===== src/rtl/rc4_pkg.sv =====
// +-----------------------------------------------------------------------+
// | rc4_pkg : shared RC4 constants and the key-schedule state encoding    |
// | Rev 1.0 : initial release                                             |
// +-----------------------------------------------------------------------+
`default_nettype none

package rc4_pkg;

  localparam int KEY_BYTES   = 3;
  localparam int S_SIZE      = 256;
  localparam int ITER_CYCLES = 8;

  typedef enum logic [3:0] {
    IDLE   = 4'd0,
    RD_I   = 4'd1,
    WAIT_I = 4'd2,
    CAP_I  = 4'd3,
    RD_J   = 4'd4,
    WAIT_J = 4'd5,
    CAP_J  = 4'd6,
    WR_I   = 4'd7,
    WR_J   = 4'd8
  } ksa_state_t;

  // Wrapping counter over the key bytes; replaces i mod KEY_BYTES.
  function automatic logic [7:0] next_kidx(input logic [7:0] k);
    return (k == 8'(KEY_BYTES - 1)) ? 8'd0 : k + 8'd1;
  endfunction

endpackage

`default_nettype wire


===== src/rtl/ksa_if.sv =====
// +-----------------------------------------------------------------------+
// | ksa_if : start handshake, key and S-memory port of the KSA block      |
// | Optional done pulse under KSA_DONE_PULSE_EN.  Rev 1.0                 |
// +-----------------------------------------------------------------------+
`default_nettype none

interface ksa_if;
  logic        en;
  logic        rdy;
  logic [23:0] key;
  logic [7:0]  s_addr;
  logic [7:0]  s_rddata;
  logic [7:0]  s_wrdata;
  logic        s_wren;
`ifdef KSA_DONE_PULSE_EN
  logic        done;
`endif

  modport master (
    output en, key, s_rddata,
`ifdef KSA_DONE_PULSE_EN
    input  done,
`endif
    input  rdy, s_addr, s_wrdata, s_wren
  );

  modport slave (
    input  en, key, s_rddata,
`ifdef KSA_DONE_PULSE_EN
    output done,
`endif
    output rdy, s_addr, s_wrdata, s_wren
  );
endinterface

`default_nettype wire


===== src/rtl/ksa.sv =====
// +-----------------------------------------------------------------------+
// | ksa : RC4 key schedule over an external synchronous S-memory          |
// | Optional one-cycle done pulse under KSA_DONE_PULSE_EN.  Rev 1.0       |
// +-----------------------------------------------------------------------+
`default_nettype none

module ksa
  import rc4_pkg::*;
(
  input  wire logic clk,
  input  wire logic rst_n,
  ksa_if.slave      bus
);

  ksa_state_t  state;
  ksa_state_t  state_nx;

  logic [7:0]  r_i;
  logic [7:0]  r_j;
  logic [7:0]  r_si;
  logic [7:0]  r_sj;
  logic [7:0]  r_kidx;
  logic [23:0] r_key;
  logic [7:0]  w_keybyte;
  logic        w_last;

  assign w_last = (r_i == 8'(S_SIZE - 1));

  always_comb begin
    case (r_kidx)
      8'd0:    w_keybyte = r_key[23:16];
      8'd1:    w_keybyte = r_key[15:8];
      default: w_keybyte = r_key[7:0];
    endcase
  end

  always_ff @(posedge clk or negedge rst_n) begin
    if (!rst_n) state <= IDLE;
    else        state <= state_nx;
  end

  always_comb begin
    state_nx     = state;
    bus.rdy      = 1'b0;
    bus.s_wren   = 1'b0;
    bus.s_addr   = 8'd0;
    bus.s_wrdata = 8'd0;
    case (state)
      IDLE: begin
        bus.rdy = 1'b1;
        if (bus.en) state_nx = RD_I;
      end
      // Address is held through the wait so the RAM output stays stable for capture.
      RD_I: begin
        bus.s_addr = r_i;
        state_nx   = WAIT_I;
      end
      WAIT_I: begin
        bus.s_addr = r_i;
        state_nx   = CAP_I;
      end
      CAP_I: begin
        bus.s_addr = r_i;
        state_nx   = RD_J;
      end
      RD_J: begin
        bus.s_addr = r_j;
        state_nx   = WAIT_J;
      end
      WAIT_J: begin
        bus.s_addr = r_j;
        state_nx   = CAP_J;
      end
      CAP_J: begin
        bus.s_addr = r_j;
        state_nx   = WR_I;
      end
      WR_I: begin
        bus.s_wren   = 1'b1;
        bus.s_addr   = r_i;
        bus.s_wrdata = r_sj;
        state_nx     = WR_J;
      end
      WR_J: begin
        bus.s_wren   = 1'b1;
        bus.s_addr   = r_j;
        bus.s_wrdata = r_si;
        state_nx     = w_last ? IDLE : RD_I;
      end
      default: state_nx = IDLE;
    endcase
  end

  always_ff @(posedge clk or negedge rst_n) begin
    if (!rst_n) begin
      r_i    <= 8'd0;
      r_j    <= 8'd0;
      r_si   <= 8'd0;
      r_sj   <= 8'd0;
      r_kidx <= 8'd0;
      r_key  <= 24'd0;
    end else begin
      case (state)
        IDLE: begin
          if (bus.en) begin
            r_i    <= 8'd0;
            r_j    <= 8'd0;
            r_kidx <= 8'd0;
            r_key  <= bus.key;
          end
        end
        CAP_I: begin
          r_si <= bus.s_rddata;
          r_j  <= r_j + bus.s_rddata + w_keybyte;
        end
        CAP_J: r_sj <= bus.s_rddata;
        WR_J: begin
          if (!w_last) begin
            r_i    <= r_i + 8'd1;
            r_kidx <= next_kidx(r_kidx);
          end
        end
        default: ;
      endcase
    end
  end

`ifdef KSA_DONE_PULSE_EN
  logic r_done;

  always_ff @(posedge clk or negedge rst_n) begin
    if (!rst_n) r_done <= 1'b0;
    else        r_done <= (state == WR_J) && w_last;
  end

  assign bus.done = r_done;
`endif

endmodule

`default_nettype wire

===== src/flat_wrapper.sv =====
// flat-port wrapper written by rule: the top's interface ports become plain ports
module ksa_flat import rc4_pkg::*;
  (clk, rst_n, bus_en, bus_key, bus_s_rddata, bus_rdy, bus_s_addr, bus_s_wrdata, bus_s_wren);
  ksa_if bus_i ();
  input  wire logic clk;
  input  wire logic rst_n;
  input wire logic [$bits(bus_i.en)-1:0] bus_en;
  input wire logic [$bits(bus_i.key)-1:0] bus_key;
  input wire logic [$bits(bus_i.s_rddata)-1:0] bus_s_rddata;
  output wire logic [$bits(bus_i.rdy)-1:0] bus_rdy;
  output wire logic [$bits(bus_i.s_addr)-1:0] bus_s_addr;
  output wire logic [$bits(bus_i.s_wrdata)-1:0] bus_s_wrdata;
  output wire logic [$bits(bus_i.s_wren)-1:0] bus_s_wren;
  assign bus_i.en = bus_en;
  assign bus_i.key = bus_key;
  assign bus_i.s_rddata = bus_s_rddata;
  assign bus_rdy = bus_i.rdy;
  assign bus_s_addr = bus_i.s_addr;
  assign bus_s_wrdata = bus_i.s_wrdata;
  assign bus_s_wren = bus_i.s_wren;
  ksa u_core (.clk(clk), .rst_n(rst_n), .bus(bus_i));
endmodule

===== config.mk =====
export PLATFORM = sky130hd
export DESIGN_NAME = ksa_flat
export DESIGN_NICKNAME = d
export VERILOG_FILES = /design/src/rtl/rc4_pkg.sv /design/src/rtl/ksa_if.sv /design/src/rtl/ksa.sv /design/src/flat_wrapper.sv
export SDC_FILE = /design/constraint.sdc
export NUM_CORES = 1
export LEC_CHECK = 0
export BUFFER_PORTS_ARGS = -buffer_cell sky130_fd_sc_hd__buf_2
export CAP_MARGIN = 20
export CORE_ASPECT_RATIO = 2
export CORE_UTILIZATION = 35
export DETAILED_ROUTE_END_ITERATION = 7
export SETUP_SLACK_MARGIN = 0.4
export SKIP_CTS_REPAIR_TIMING = 1
export SLEW_MARGIN = 10
export SYNTH_ARGS = -nofsm -noshare
export SYNTH_HDL_FRONTEND = slang
export SYNTH_SLANG_ARGS = --single-unit

===== constraint.sdc =====
create_clock -name clk -period 5.25 [get_ports clk]
set_input_delay 0.2625 -clock clk [delete_from_list [all_inputs] [get_ports clk]]
set_output_delay 0.2625 -clock clk [all_outputs]
set_load 0.005 [all_outputs]

==> qor.txt, run 1 <==
CTS Buffer Depth: 2
DR pass1 iterations: 4
DRT met1 WL: 3.38 mm
final-stage net count: 509
mux contribution to synthesized area: 2.73%
critical path class: flip-flop to flip-flop
Placement Rows: 52
IO Pins: 53
Ys Warns: 0
Stages on worst setup path: 13
prevailing post-synth register cell: dfrtp_1
met2 wire len: 4.30 mm
register area: 1700 um^2
final WL: 8.19 mm
largest family of logic cells by synthesized area: simple AND/OR/NAND/NOR gates
DR WL met3: 232 um
Synth async-reset ratio: 100%
Post-Synth Simple-Gate Area: 19.8%
vias: 2904
Cell Chain, Critical Path: nor4_4 > and3_2 > a22o_1 > a21oi_1 > fa_1 > inv_1 > ha_1 > a21o_1 > a21oi_1 > o21bai_1 > a21oi_1 > xor2_1 > o21ai_0
XOR/XNOR Fraction of Synth Area: 3.53%
max incr delay on CP: 0.55 ns
Vias/cell: 4.89
first-pass GRT wire length: 14.0 mm
worst clock skew: 0.00647 ns
Filler cells: 1015
Critical path destination: u_core.r_j[6]
Post-Syn Nets: 460
endpoints failing setup: 0
DRC errors left: 0
1st-iter DRT viols: 168
n_diodes: 0
Arr. time, crit path: 3.53 ns
Synth Register Bits: 68
Crit. Startpoint: u_core.r_kidx[4]
crit path launch type: flip-flop
routability cong.: 0.753
H-tree depth: 3
largest net degree at the start of global routing: 69
routed len/inst: 13.8 um
Worst Max-Slew Pin Slew: 0.915 ns
cell count after synthesis: 406
Most common cell on crit path: a21oi_1
GRT Resource Usage Total: 16.8%
status: complete, no violations
DR top layer: met4
Relative slew margins: 39.0%
Die W: 74.9 um
Final period util: 63.9%
Initial Utilization: 36.4%
footprint of the multi-input gates: 1810 um^2
Overflow after GRT: 0
Finished Core Util: 43.0%
CTS Buf Count: 9
Slew Viols, Final: 0
Post-synth EDFFs: 0
unrepaired setup endpoints after global routing: no
flop2flop setup slack: 1.89 ns
Crit path buffers/inverters: 1
IR drop worst, VDD: 0.000188 V
adder-cell share of the synthesized area: 8.01%
Detailed Place HPWL: 6.22 mm
Worst Hold Class: input pin to asynchronous set/reset pin
Worst path slowest cell: fa_1
clk_lat worst skew: 0.33 ns
Synth Cell Area: 3720 um^2
Die Area: 11100 um^2
Area growth syn-to-layout: 18.1%
post-synthesis compound-gate area fraction: 14.6%
Final Hold Violating Endpoints: 0
FF-to-FF path depth: 13
die height: 148 um
root buf cell: clkbuf_16
clock sinks: 68
Crit Path Max Fanout: 7
library cells used by synthesis: 42
Routed Antenna Nets: 0
Top delay family on crit path: compound AO/OA/AOI/OAI gates
Reg2Reg Launch Point: u_core.r_kidx[4]
R2R Path End: u_core.r_j[6]
minimum clock period: 3.36 ns
Max-Cap Viols: 0
Leak Pwr: 0.00223 uW
post-synthesis sequential area ratio: 45.8%
Core Region: 10200 um^2
vias in the first global route: 2935
f_max: 298 MHz
worst path required time: 5.42 ns
setup TNS: 0 ns
Hold WS: 0.101 ns
Setup crit end kind: flip-flop
share of layout cells above drive strength 1: 20.3%
initial antenna violation count: 0
I/O Buffers: 52
CTS tree: yes
pwr dens: 332 nW/um^2
Clock transition at path regs: 0.05 ns
synthesized area per cell: 9.16 um^2
-- cells in the mapped netlist, drive strengths merged (8+ instances only) --
master,instances,area share [%]
nand2,98,9.9
dfrtp,68,46
o21ai,40,5.5
inv,32,3.2
nor2,21,2.2
nand3,19,2.6
a22o,16,3.8
a21oi,13,1.9
clkbuf,11,1.1
ha,11,3.7
mux2,9,2.7
a22oi,8,1.6
buf,8,1.2
fa,8,4.3
xnor2,8,1.9
-- worst min-delay path by stage --
stage / end / start
after floorplan: u_core.r_i[0] / rst_n
after global placement: u_core.r_key[1] / bus_key[1]
after detailed placement: u_core.r_key[4] / bus_key[4]
after CTS: u_core.r_key[0] / bus_key[0]
after global routing: u_core.r_key[2] / bus_key[2]
final: u_core.r_i[7] / rst_n
-- placed cells by master, fill, tap and decap left out, drive strengths merged, types with 2 or more instances in the layout --
cell type	n
clkbuf	11
clkinvlp	2
o21ai	40
nand2b	2
nor2	21
and3	6
a22o	16
a22oi	8
xor2	7
a21oi	13
ha	11
inv	32
fa	8
buf	57
dfrtp	68
nor4	2
nor3	2
o21bai	2
and2	2
nand2	98
xnor2	8
mux2	9
clkinv	2
nand3	19
-- stage by stage --
stage | instance area, um^2 | instances | total power [uW] | worst slack (ns)
2_1_floorplan | 3720 | 406 | 820 | 2.07
5_1_grt | 4390 | 594 | 1540 | 1.64
3_3_place_gp | 4070 | 576 | 905 | 1.99
3_5_place_dp | 4090 | 577 | 916 | 1.88
6_report | 4390 | 594 | 1460 | 1.89
4_1_cts | 4370 | 592 | 1480 | 1.88
-- worst register-to-register path: stages (launching register included) --
cell and delay [ns]:
dfrtp_1 0.43, nor4_4 0.41, and3_2 0.33, a22o_1 0.17, a21oi_1 0.05, fa_1 0.55, inv_1 0.06, ha_1 0.30
a21o_1 0.19, a21oi_1 0.21, o21bai_1 0.09, a21oi_1 0.18, xor2_1 0.15, o21ai_0 0.08
-- cell families (layout without fill, tap and decap cells) --
family	count (synthesis)	count (layout)
AOI/OAI and AO/OA	85	85
adders and majority gates	19	19
xor gates and xnor gates	15	15
muxes	9	9
and+or+nand+nor	159	159
DFF	68	68
buffers and inverters	51	104
-- sequential cells by signal, summed over array words and instances, names as in the netlist --
name / flops
u_core.r_i: 8
u_core.r_j: 8
u_core.r_key: 24
u_core.r_kidx: 8
u_core.r_si: 8
u_core.r_sj: 8
u_core.state: 4
-- per-layer routing --
| metal | vias up | track usage, % |
|---|---|---|
| li1 | 1455 | - |
| met1 | 1380 | 19.1 |
| met2 | 53 | 29.1 |
| met3 | 16 | 2.45 |
| met4 | 0 | 9.25 |
| met5 | - | 0 |
-- final cells by class --
type	count	area share, %
Sequential cell	68	38.7
Timing Repair Buffer	57	7.21
Inverter	32	2.74
Clock inverter	4	0.570
Multi-Input combinational cell	287	41.1
Tap cell	135	3.85
Clock buffer	11	5.75
-- power breakdown --
| part | switching [uW] | internal (uW) |
|---|---|---|
| logic | 156 | 134 |
| registers | 54.3 | 561 |
| clock network | 214 | 340 |
| total | 425 | 1040 |
Note: power is estimated with default switching activity, not from simulation.
==> run 2: changes to the inputs <==
- clock period: 5.25 -> 3.1 ns (I/O delays scaled with it)
==> run 2 against run 1 <==
  * The flow now finishes with violations (hold timing, setup timing)
  * Critical path depth up 2
  * Power up 90%
  * Highest routed layer unchanged
  * Combinational power up 110%
==> qor.txt, run 2 (synthesis results as in run 1) <==
f_max: 317 MHz (+6.3%)
Detailed Place HPWL: 6.47 mm (+4.1%)
die height: 148 um (unchanged)
Relative slew margins: 39.0% (+0.064 points)
Clock transition at path regs: 0.05 ns (about the same)
n_diodes: 0 (unchanged)
unrepaired setup endpoints after global routing: yes
clk_lat worst skew: 0.34 ns (about the same)
total power: 2770 uW (+90%)
post-route worst setup slack: -0.0551 ns (-1.95 ns)
GRT Resource Usage Total: 17.2% (+0.38 points)
Top reg by flops: u_core.r_key
met1 Use GR: 19.5% (+0.31 points)
CTS Buf Count: 9 (unchanged)
CTS Buffer Depth: 2 (unchanged)
Max-Cap Viols: 0 (unchanged)
Design Area, Final: 4620 um^2 (+5.1%)
CTS tree: yes
status: finished, violations left
Placement Rows: 52 (unchanged)
Finished Core Util: 45.2% (+2.2 points)
worst clock skew: 0.00565 ns (-0.000824 ns)
final WL: 8.53 mm (+4.1%)
clock sinks: 68 (unchanged)
Hold WS: -0.00838 ns (-0.110 ns)
I/O Buffers: 52 (unchanged)
Overflow after GRT: 0 (unchanged)
Slew Viols, Final: 0 (unchanged)
Die Area: 11100 um^2 (unchanged)
crit path launch type: flip-flop
GRT met2 Usage: 29.6% (+0.50 points)
Initial Utilization: 36.4% (unchanged)
met3 usage: 2.52% (+0.068 points)
Arr. time, crit path: 3.34 ns (-0.19 ns)
routability cong.: 0.773 (+2.7%)
violated checks: hold timing, setup timing
routed len/inst: 13.9 um (+1.0%)
initial antenna violation count: 0 (unchanged)
DR pass1 iterations: 4 (unchanged)
Vias/cell: 4.83 (-1.1%)
Die W: 74.9 um (unchanged)
endpoints failing setup: 1 (+1)
largest net degree at the start of global routing: 69 (unchanged)
Worst Max-Slew Pin Slew: 0.914 ns (-0.000965 ns)
Crit Path Max Fanout: 5 (-2)
H-tree depth: 3 (unchanged)
Leak Pwr: 0.00234 uW (+4.8%)
Setup crit end kind: flip-flop
Core Region: 10200 um^2 (unchanged)
share of layout cells above drive strength 1: 25.2% (+4.9 points)
Final period util: 102% (+38 points)
Final Hold Violating Endpoints: 3 (+3)
max reg flops: 24 (unchanged)
Worst Hold Class: input pin to asynchronous set/reset pin
root buf cell: clkbuf_16
worst path required time: 3.28 ns (-2.14 ns)
IO Pins: 53 (unchanged)
vias in the first global route: 2930 (-0.17%)
vias: 2958 (+1.9%)
Area growth syn-to-layout: 24.2%
minimum clock period: 3.16 ns (-0.200 ns)
most frequent cells in the layout: nand2_1, dfrtp_1, buf_2
IR drop worst, VDD: 0.000295 V (+57%)
final-stage net count: 526 (+3.3%)
Most Crowded Layer GR: met2
commonest non-fill, non-tap cell in the layout: nand2_1
area post-placement: 4230 um^2 (+3.5%)
critical path class: flip-flop to flip-flop
1st-iter DRT viols: 130 (-23%)
pwr dens: 599 nW/um^2 (+80%)
DRC errors left: 0 (unchanged)
first-pass GRT wire length: 14.1 mm (+0.89%)
Routed Antenna Nets: 0 (unchanged)
[run 2: per-stage QoR]
step | hold slack (ns) | instances | setup slack (ns) | setup TNS, ns
final | -0.00838 | 612 | -0.0551 | -0.0551
after global routing | 0.0118 | 612 | -0.215 | -0.407
after CTS | -0.00541 | 611 | -0.0938 | -0.157
after detailed placement | 0.348 | 595 | -0.0965 | -0.151
after global placement | 0.347 | 595 | -0.0208 | -0.0208
after floorplan | -0.141 | 406 | 0.0467 | 0
[run 2: per-layer routing]
layer / wire, um / up-vias
met5: 0 / -
met2: 4710 / 62
met3: 234 / 16
met4: 272 / 0
met1: 3310 / 1397
li1: - / 1483
[run 2: path summary, 6_finish.rpt]
| check | from | end | slack [ns] | cells past startpoint |
|---|---|---|---|---|
| worst max register to register | u_core.r_kidx[4] | u_core.r_j[7] | -0.06 | 15 |
| worst max-delay path | u_core.r_kidx[4] | u_core.r_j[7] | -0.06 | 15 |
| worst min-delay path | rst_n | u_core.r_i[3] | -0.008 | 2 |
| max in group asynchronous | rst_n | u_core.r_key[23] | 2.51 | 2 |
| worst min register to register | u_core.r_si[3] | u_core.r_si[3] | 0.48 | 2 |
| min in group clk | bus_key[2] | u_core.r_key[2] | 0 | 3 |
[run 2: where the power goes]
group	switching, uW	internal, uW	total [uW]
clock network	380	725	1100
registers	90.4	950	1040
logic	315	307	622
[run 2: final cells by class]
class	instances	area, um^2
Clock inverter	6	86.3
Sequential cell	68	1700
Clock buffer	10	239
Tap cell	135	169
Timing Repair Buffer	74	429
Inverter	32	120
Fill cell	1019	5600
Multi-Input combinational cell	287	1870
[run 2: critical path, cell delays in order (launching register included)]
cell and delay [ns]:
dfrtp_1 0.43, nor4_4 0.40, and3_4 0.28, a22o_1 0.16, a21oi_2 0.04, fa_1 0.43
inv_1 0.07, ha_2 0.18, inv_2 0.04, fa_2 0.36, nor2b_4 0.14, nor3_2 0.05
o21bai_1 0.13, a21oi_1 0.09, xnor2_1 0.14, o21ai_1 0.07
